[src/rtl/seq_det_pkg.sv]
// Shared definitions for the parametrised Moore sequence detector.
// Holds the state-width helper, the default pattern and the elaboration-time
// prefix-function helper used to build the transition constants.
package seq_det_pkg;

    // Longest supported pattern; also the working width of pattern helpers.
    localparam int MAX_PAT_LEN = 16;

    // Pattern of the original fixed detector (first bit received is the MSB).
    localparam logic [MAX_PAT_LEN-1:0] DEFAULT_PATTERN = 16'b1010;

    // Bits needed to encode states S0..S{pat_len}.
    function automatic int state_w(input int pat_len);
        return $clog2(pat_len + 1);
    endfunction

    // Bit p of the pattern in reception order (p = 0 is the first bit received).
    function automatic logic pat_bit(input logic [MAX_PAT_LEN-1:0] pat,
                                     input int pat_len, input int p);
        logic [MAX_PAT_LEN-1:0] sh;
        sh = pat >> (pat_len - 1 - p);
        return sh[0];
    endfunction

    // Successor of state k on input b: the longest j such that the j-bit
    // suffix of (first k pattern bits, then b) equals the first j pattern
    // bits. Called with k = pat_len for overlapping fallback after a detect.
    // Only ever evaluated with constant arguments, so it folds to constants.
    function automatic int next_state(input int k, input logic b,
                                      input logic [MAX_PAT_LEN-1:0] pat,
                                      input int pat_len);
        int   best;
        int   p;
        logic ok;
        logic s_bit;
        best = 0;
        for (int j = 1; j <= MAX_PAT_LEN; j++) begin
            if (j <= k + 1 && j <= pat_len) begin
                ok = 1'b1;
                for (int t = 0; t < MAX_PAT_LEN; t++) begin
                    if (t < j) begin
                        p     = k + 1 - j + t;
                        s_bit = (p < k) ? pat_bit(pat, pat_len, p) : b;
                        if (s_bit != pat_bit(pat, pat_len, t)) begin
                            ok = 1'b0;
                        end
                    end
                end
                if (ok) begin
                    best = j;
                end
            end
        end
        return best;
    endfunction

endpackage

[src/rtl/seq_det_counter.sv]
// Saturating detection counter for the sequence detector.
// Counts one per cycle where both en and inc are high, sticks at all-ones,
// and clears only on the asynchronous active-low reset.
module seq_det_counter
    import seq_det_pkg::*;
#(
    parameter int W = 8
)(
    input  logic         clk,
    input  logic         rst,
    input  logic         en,
    input  logic         inc,
    output logic [W-1:0] cnt
);

    localparam logic [W-1:0] CNT_MAX = {W{1'b1}};

    // Saturating increment; holds once the maximum value is reached.
    always_ff @(posedge clk or negedge rst) begin
        if (!rst) begin
            cnt <= '0;
        end else if (en && inc && (cnt != CNT_MAX)) begin
            cnt <= cnt + 1'b1;
        end
    end

endmodule

[src/rtl/seq_detector_moore_param.sv]
// Parametrised Moore serial pattern detector.
// State Sk means the last k sampled bits equal the first k pattern bits;
// S{PAT_LEN} is the detect state and drives out. Transitions are folded to
// constants at elaboration from PATTERN, so no runtime table lookup exists.
// Optional feature: define SEQ_DET_CNT_EN to add the saturating match_cnt
// output; without it the counter and the port are absent.
module seq_detector_moore_param
    import seq_det_pkg::*;
#(
    parameter int                 PAT_LEN = 4,
    parameter logic [PAT_LEN-1:0] PATTERN = PAT_LEN'(DEFAULT_PATTERN),
    parameter bit                 OVERLAP = 1'b1,
    parameter int                 CNT_W   = 8,
    localparam int                SW      = state_w(PAT_LEN)
)(
    input  logic             clk,
    input  logic             rst,
    input  logic             in,
    input  logic             en,
    output logic             out,
    output logic [SW-1:0]    state_o
`ifdef SEQ_DET_CNT_EN
    ,
    output logic [CNT_W-1:0] match_cnt
`endif
);

    // Elaboration guards on the configuration.
    if (PAT_LEN < 2 || PAT_LEN > MAX_PAT_LEN) begin : g_bad_pat_len
        $error("seq_detector_moore_param: PAT_LEN must be in 2..16");
    end
    if (CNT_W < 1) begin : g_bad_cnt_w
        $error("seq_detector_moore_param: CNT_W must be at least 1");
    end

    localparam logic [MAX_PAT_LEN-1:0] PAT16 = MAX_PAT_LEN'(PATTERN);
    localparam logic [SW-1:0]          S_DET = SW'(PAT_LEN);

    logic [SW-1:0] state;
    logic [SW-1:0] state_nxt;

    // Successor constants for each state on input 0 and input 1.
    logic [SW-1:0] nxt0 [PAT_LEN+1];
    logic [SW-1:0] nxt1 [PAT_LEN+1];

    for (genvar k = 0; k <= PAT_LEN; k++) begin : g_trans
        // From the detect state a non-overlapping detector restarts as if
        // from S0; an overlapping one falls back through the prefix function.
        localparam int KS = (k == PAT_LEN && !OVERLAP) ? 0 : k;
        localparam logic [SW-1:0] N0 = SW'(next_state(KS, 1'b0, PAT16, PAT_LEN));
        localparam logic [SW-1:0] N1 = SW'(next_state(KS, 1'b1, PAT16, PAT_LEN));
        assign nxt0[k] = N0;
        assign nxt1[k] = N1;
    end

    // State register: async clear, advances only on enabled samples.
    always_ff @(posedge clk or negedge rst) begin
        if (!rst) begin
            state <= '0;
        end else if (en) begin
            state <= state_nxt;
        end
    end

    // Next-state selection from the elaboration-time transition constants;
    // unreachable encodings fall back to S0.
    always_comb begin
        state_nxt = '0;
        for (int k = 0; k <= PAT_LEN; k++) begin
            if (state == SW'(k)) begin
                state_nxt = in ? nxt1[k] : nxt0[k];
            end
        end
    end

    // Moore output: decoded from the registered state only.
    always_comb begin
        out     = (state == S_DET);
        state_o = state;
    end

`ifdef SEQ_DET_CNT_EN
    // Every enabled sample that lands in the detect state is one detection,
    // including back-to-back re-detections.
    seq_det_counter #(
        .W (CNT_W)
    ) u_cnt (
        .clk (clk),
        .rst (rst),
        .en  (en),
        .inc (state_nxt == S_DET),
        .cnt (match_cnt)
    );
`endif

endmodule
[config.mk]
export PLATFORM = sky130hd
export DESIGN_NAME = seq_detector_moore_param
export DESIGN_NICKNAME = d
export VERILOG_FILES = /design/src/rtl/seq_det_pkg.sv /design/src/rtl/seq_det_counter.sv /design/src/rtl/seq_detector_moore_param.sv
export SDC_FILE = /design/constraint.sdc
export NUM_CORES = 1
export LEC_CHECK = 0
export ABC_AREA = 1
export CORE_AREA = 2 2 39 41
export DETAILED_ROUTE_END_ITERATION = 7
export DIE_AREA = 0 0 41 43
export PLACE_DENSITY = 0.37
export SYNTH_ARGS = -nofsm -noshare
export SYNTH_HDL_FRONTEND = slang
export SYNTH_HIERARCHICAL = 1
export SYNTH_SLANG_ARGS = --single-unit
[constraint.sdc]
create_clock -name clk -period 1.7 [get_ports clk]
set_input_delay 0.17 -clock clk [delete_from_list [all_inputs] [get_ports clk]]
set_output_delay 0.17 -clock clk [all_outputs]
set_load 0.02 [all_outputs]
==> results of run 1 <==
## metrics by stage
stage / hold slack, ns / area [um^2] / utilization (%)
after floorplan: -0.126 / 174 / -
after global routing: 0.116 / 290 / 21.0
after CTS: 0.122 / 290 / 21.0
after detailed placement: 0.370 / 264 / 19.1
final: 0.122 / 290 / 21.0
after global placement: 0.367 / 264 / 19.1
## layer usage
layer / up-vias / routed length (um)
met3: 0 / 52
met2: 10 / 177
met4: 0 / 0
li1: 101 / -
met1: 77 / 179
met5: - / 0
## path summary, 6_finish.rpt
kind	from	to	slack [ns]
max reg2reg	state_o[0]	state_o[1]	0.77
min in group clk	state_o[2]	state_o[2]	0.55
min	rst	state_o[2]	0.12
max	state_o[0]	out	0.05
max in group asynchronous	rst	state_o[0]	1.44
min reg2reg	state_o[2]	state_o[2]	0.55
## logic make-up after synthesis
logic type	after synthesis
AO/OA/AOI/OAI	2
AND/OR/NAND/NOR	16
buffers and inverters	5
flip-flops	3
## power breakdown
group / switching (uW) / internal [uW] / total (uW)
Sequential: 12.2 / 81.9 / 94.1
Combinational: 43.6 / 37.1 / 80.7
Clock: 35.0 / 87.8 / 123
## cells in the final DEF (no fill, tap or decap)
cell / n
nor3_1: 1
clkbuf_4: 3
o21ai_2: 1
dfrtp_1: 3
nand2_1: 9
nor2_2: 1
nand3_1: 2
clkdlybuf4s50_1: 7
clkbuf_1: 1
nor2_1: 3
o21ai_0: 1
inv_1: 5
## final cells by class
class | instances | area, um^2 | area share, %
multi-input combinational | 18 | 80.1 | 27.6
sequential | 3 | 75.1 | 25.9
timing repair buffer | 7 | 70.1 | 24.1
clock buffer | 4 | 26.3 | 9.05
tap | 16 | 20.0 | 6.90
inverter | 5 | 18.8 | 6.47
## critical path: stages (launching register included)
cell and delay, ns:
dfrtp_1 0.42, nor3_1 0.20, clkdlybuf4s50_1 0.63
==> results by group, run 1 <==
Clock tree
  • Clock tree from TritonCTS: yes
  • CTS sink cnt: 3
  • Post-CTS resize count: 0
  • Root Buffer: clkbuf_4
  • Reg clk slew, reported paths: 0.04 ns
  • Clk buf depth: 2
  • CTS HTree Levels: 1
  • Clock Latency Late Sink: 0.23 ns
  • Inserted Clock Buffers: 3
  • Post-CTS setup buffers: 0
  • CTS Hold Bufs: 0

STA
  • Max frequency: 0.608 GHz
  • Hold Fails Final Rpt: 0
  • Fin crit share: between 90% and 100%
  • Number of setup violations in the final report: 0
  • Slew @ Worst Pin: 0.213 ns
  • RSZ-0062 raised after global routing: false
  • Slew Limit Fails: 0
  • Fin Setup TNS: 0 ns
  • Final Skew: 0.000944 ns
  • Relative slew slack: 85.7%
  • Clock period minus worst slack: between 1.5 and 2 ns
  • Final worst slack: 0.0547 ns

Drt
  • Post-DR wirelength/cell: 7.70 um
  • Routed wire length: between 400 and 500 um
  • DRT iter0 DRCs: 8
  • ANT nets after route: 0
  • Drt drc: 0
  • DR pass1 iterations: 4
  • Via Count: between 150 and 200
  • Vias per cell: 3.55

Worst setup path
  • Max Fanout on Critical Path: 6
  • CP Capture Type: output pin
  • Worst EP required: 1.53 ns
  • Crit path arrival time: ~1.5 ns
  • Crit path kind: register to output pin
  • Worst reg2reg path depth: 4
  • Crit start category: register

GRT
  • Vias in the first global route: around 180
  • Routing usage on met3: 4.71%
  • Met1 Usage GRT: 6.15%
  • First-pass GRT wire length: 662 um
  • GRT met2 Usage: 7.81%
  • Gr busiest metal: met2
  • Largest net degree at the start of global routing: 7
  • Initial antenna violation count: 0
  • Grt ovf: 0
  • All-layer global routing usage: ~6.2%

Synthesis
  • Synth Area in Simple Gates: 38.1%
  • Synth area leaders: dfrtp_1 (43%), nand2_1 (19%), inv_1 (11%), nor2_1 (6.5%), nand3_1 (5.8%)
  • Largest family of logic cells by synthesized area: simple AND/OR/NAND/NOR gates
  • Syn Area/Cell: 6.69 um^2
  • Post-synth top area share: a little over two fifths
  • Mux share of post-synthesis cell area: 0%
  • Post-synth top area cell: dfrtp_1
  • Syn Nets: 30
  • Synth Flop Type: dfrtp_1
  • Post-synth cell types: 9
  • Cells after Synth: 26
  • Post-synthesis xor/xnor area fraction: 0%
  • Synth Cell Area: about 170 um^2
  • Count leader, synth: nand2_1
  • Ys Warns: 6
  • Sequential fraction of the synthesis area: 43.2%
  • Adder-cell area share of the yosys netlist: 0%
  • Synth async-reset ratio: 100%
  • FF+latch count, synth: 3
  • Most frequent cells after synthesis: nand2_1 (9), inv_1 (5), dfrtp_1 (3), nor2_1 (3), nand3_1 (2)
  • EDFF count, synth: 0
  • Compound-Gate Fraction of Synth Area: 7.91%

Floorplanning
  • Io pins: 8
  • Core Rows: 14
  • Die height: 43 um
  • Die X: 41 um
  • Core area: 0.00138 mm^2
  • Die Area: about 0.0018 mm^2
  • Initial core utilization: ~13%

Power
  • PwrDens: 1030 mW/mm^2
  • Total power: 298 uW
  • Peak VDD IR: 0.281 mV
  • Pleak: 0.000142 uW

Place
  • Hpwl dp: between 300 and 400 um
  • Placed cell count: 49
  • RePlAce Congestion: ~0.66
  • Port Buffers: 7
  • Place WS: 0.299 ns

Final layout
  • Fin nets: between 40 and 50
  • Largest register FFs: 3
  • Fin cells: 53
  • Antenna cells: 0
  • Filler Cell Count: 158
  • Layout cells sized above 1: between 10% and 20%
  • Area growth from synthesis to layout: 66.9%

Status
  • Status: finished clean

Worst hold path
  • Worst min-delay path class: input pin to async pin

Flow run
  • MaxCap Viol Count: 0
Power figures use the tool's default switching activity.
==> run 2, diff against run 1 <==
- SYNTH_HIERARCHICAL: 1 -> unset
==> results of run 2 <==
Same layout as run 1: the final DEF is identical, and so are final timing and power.
Main changes from that run: Yosys warning count 6 -> 0
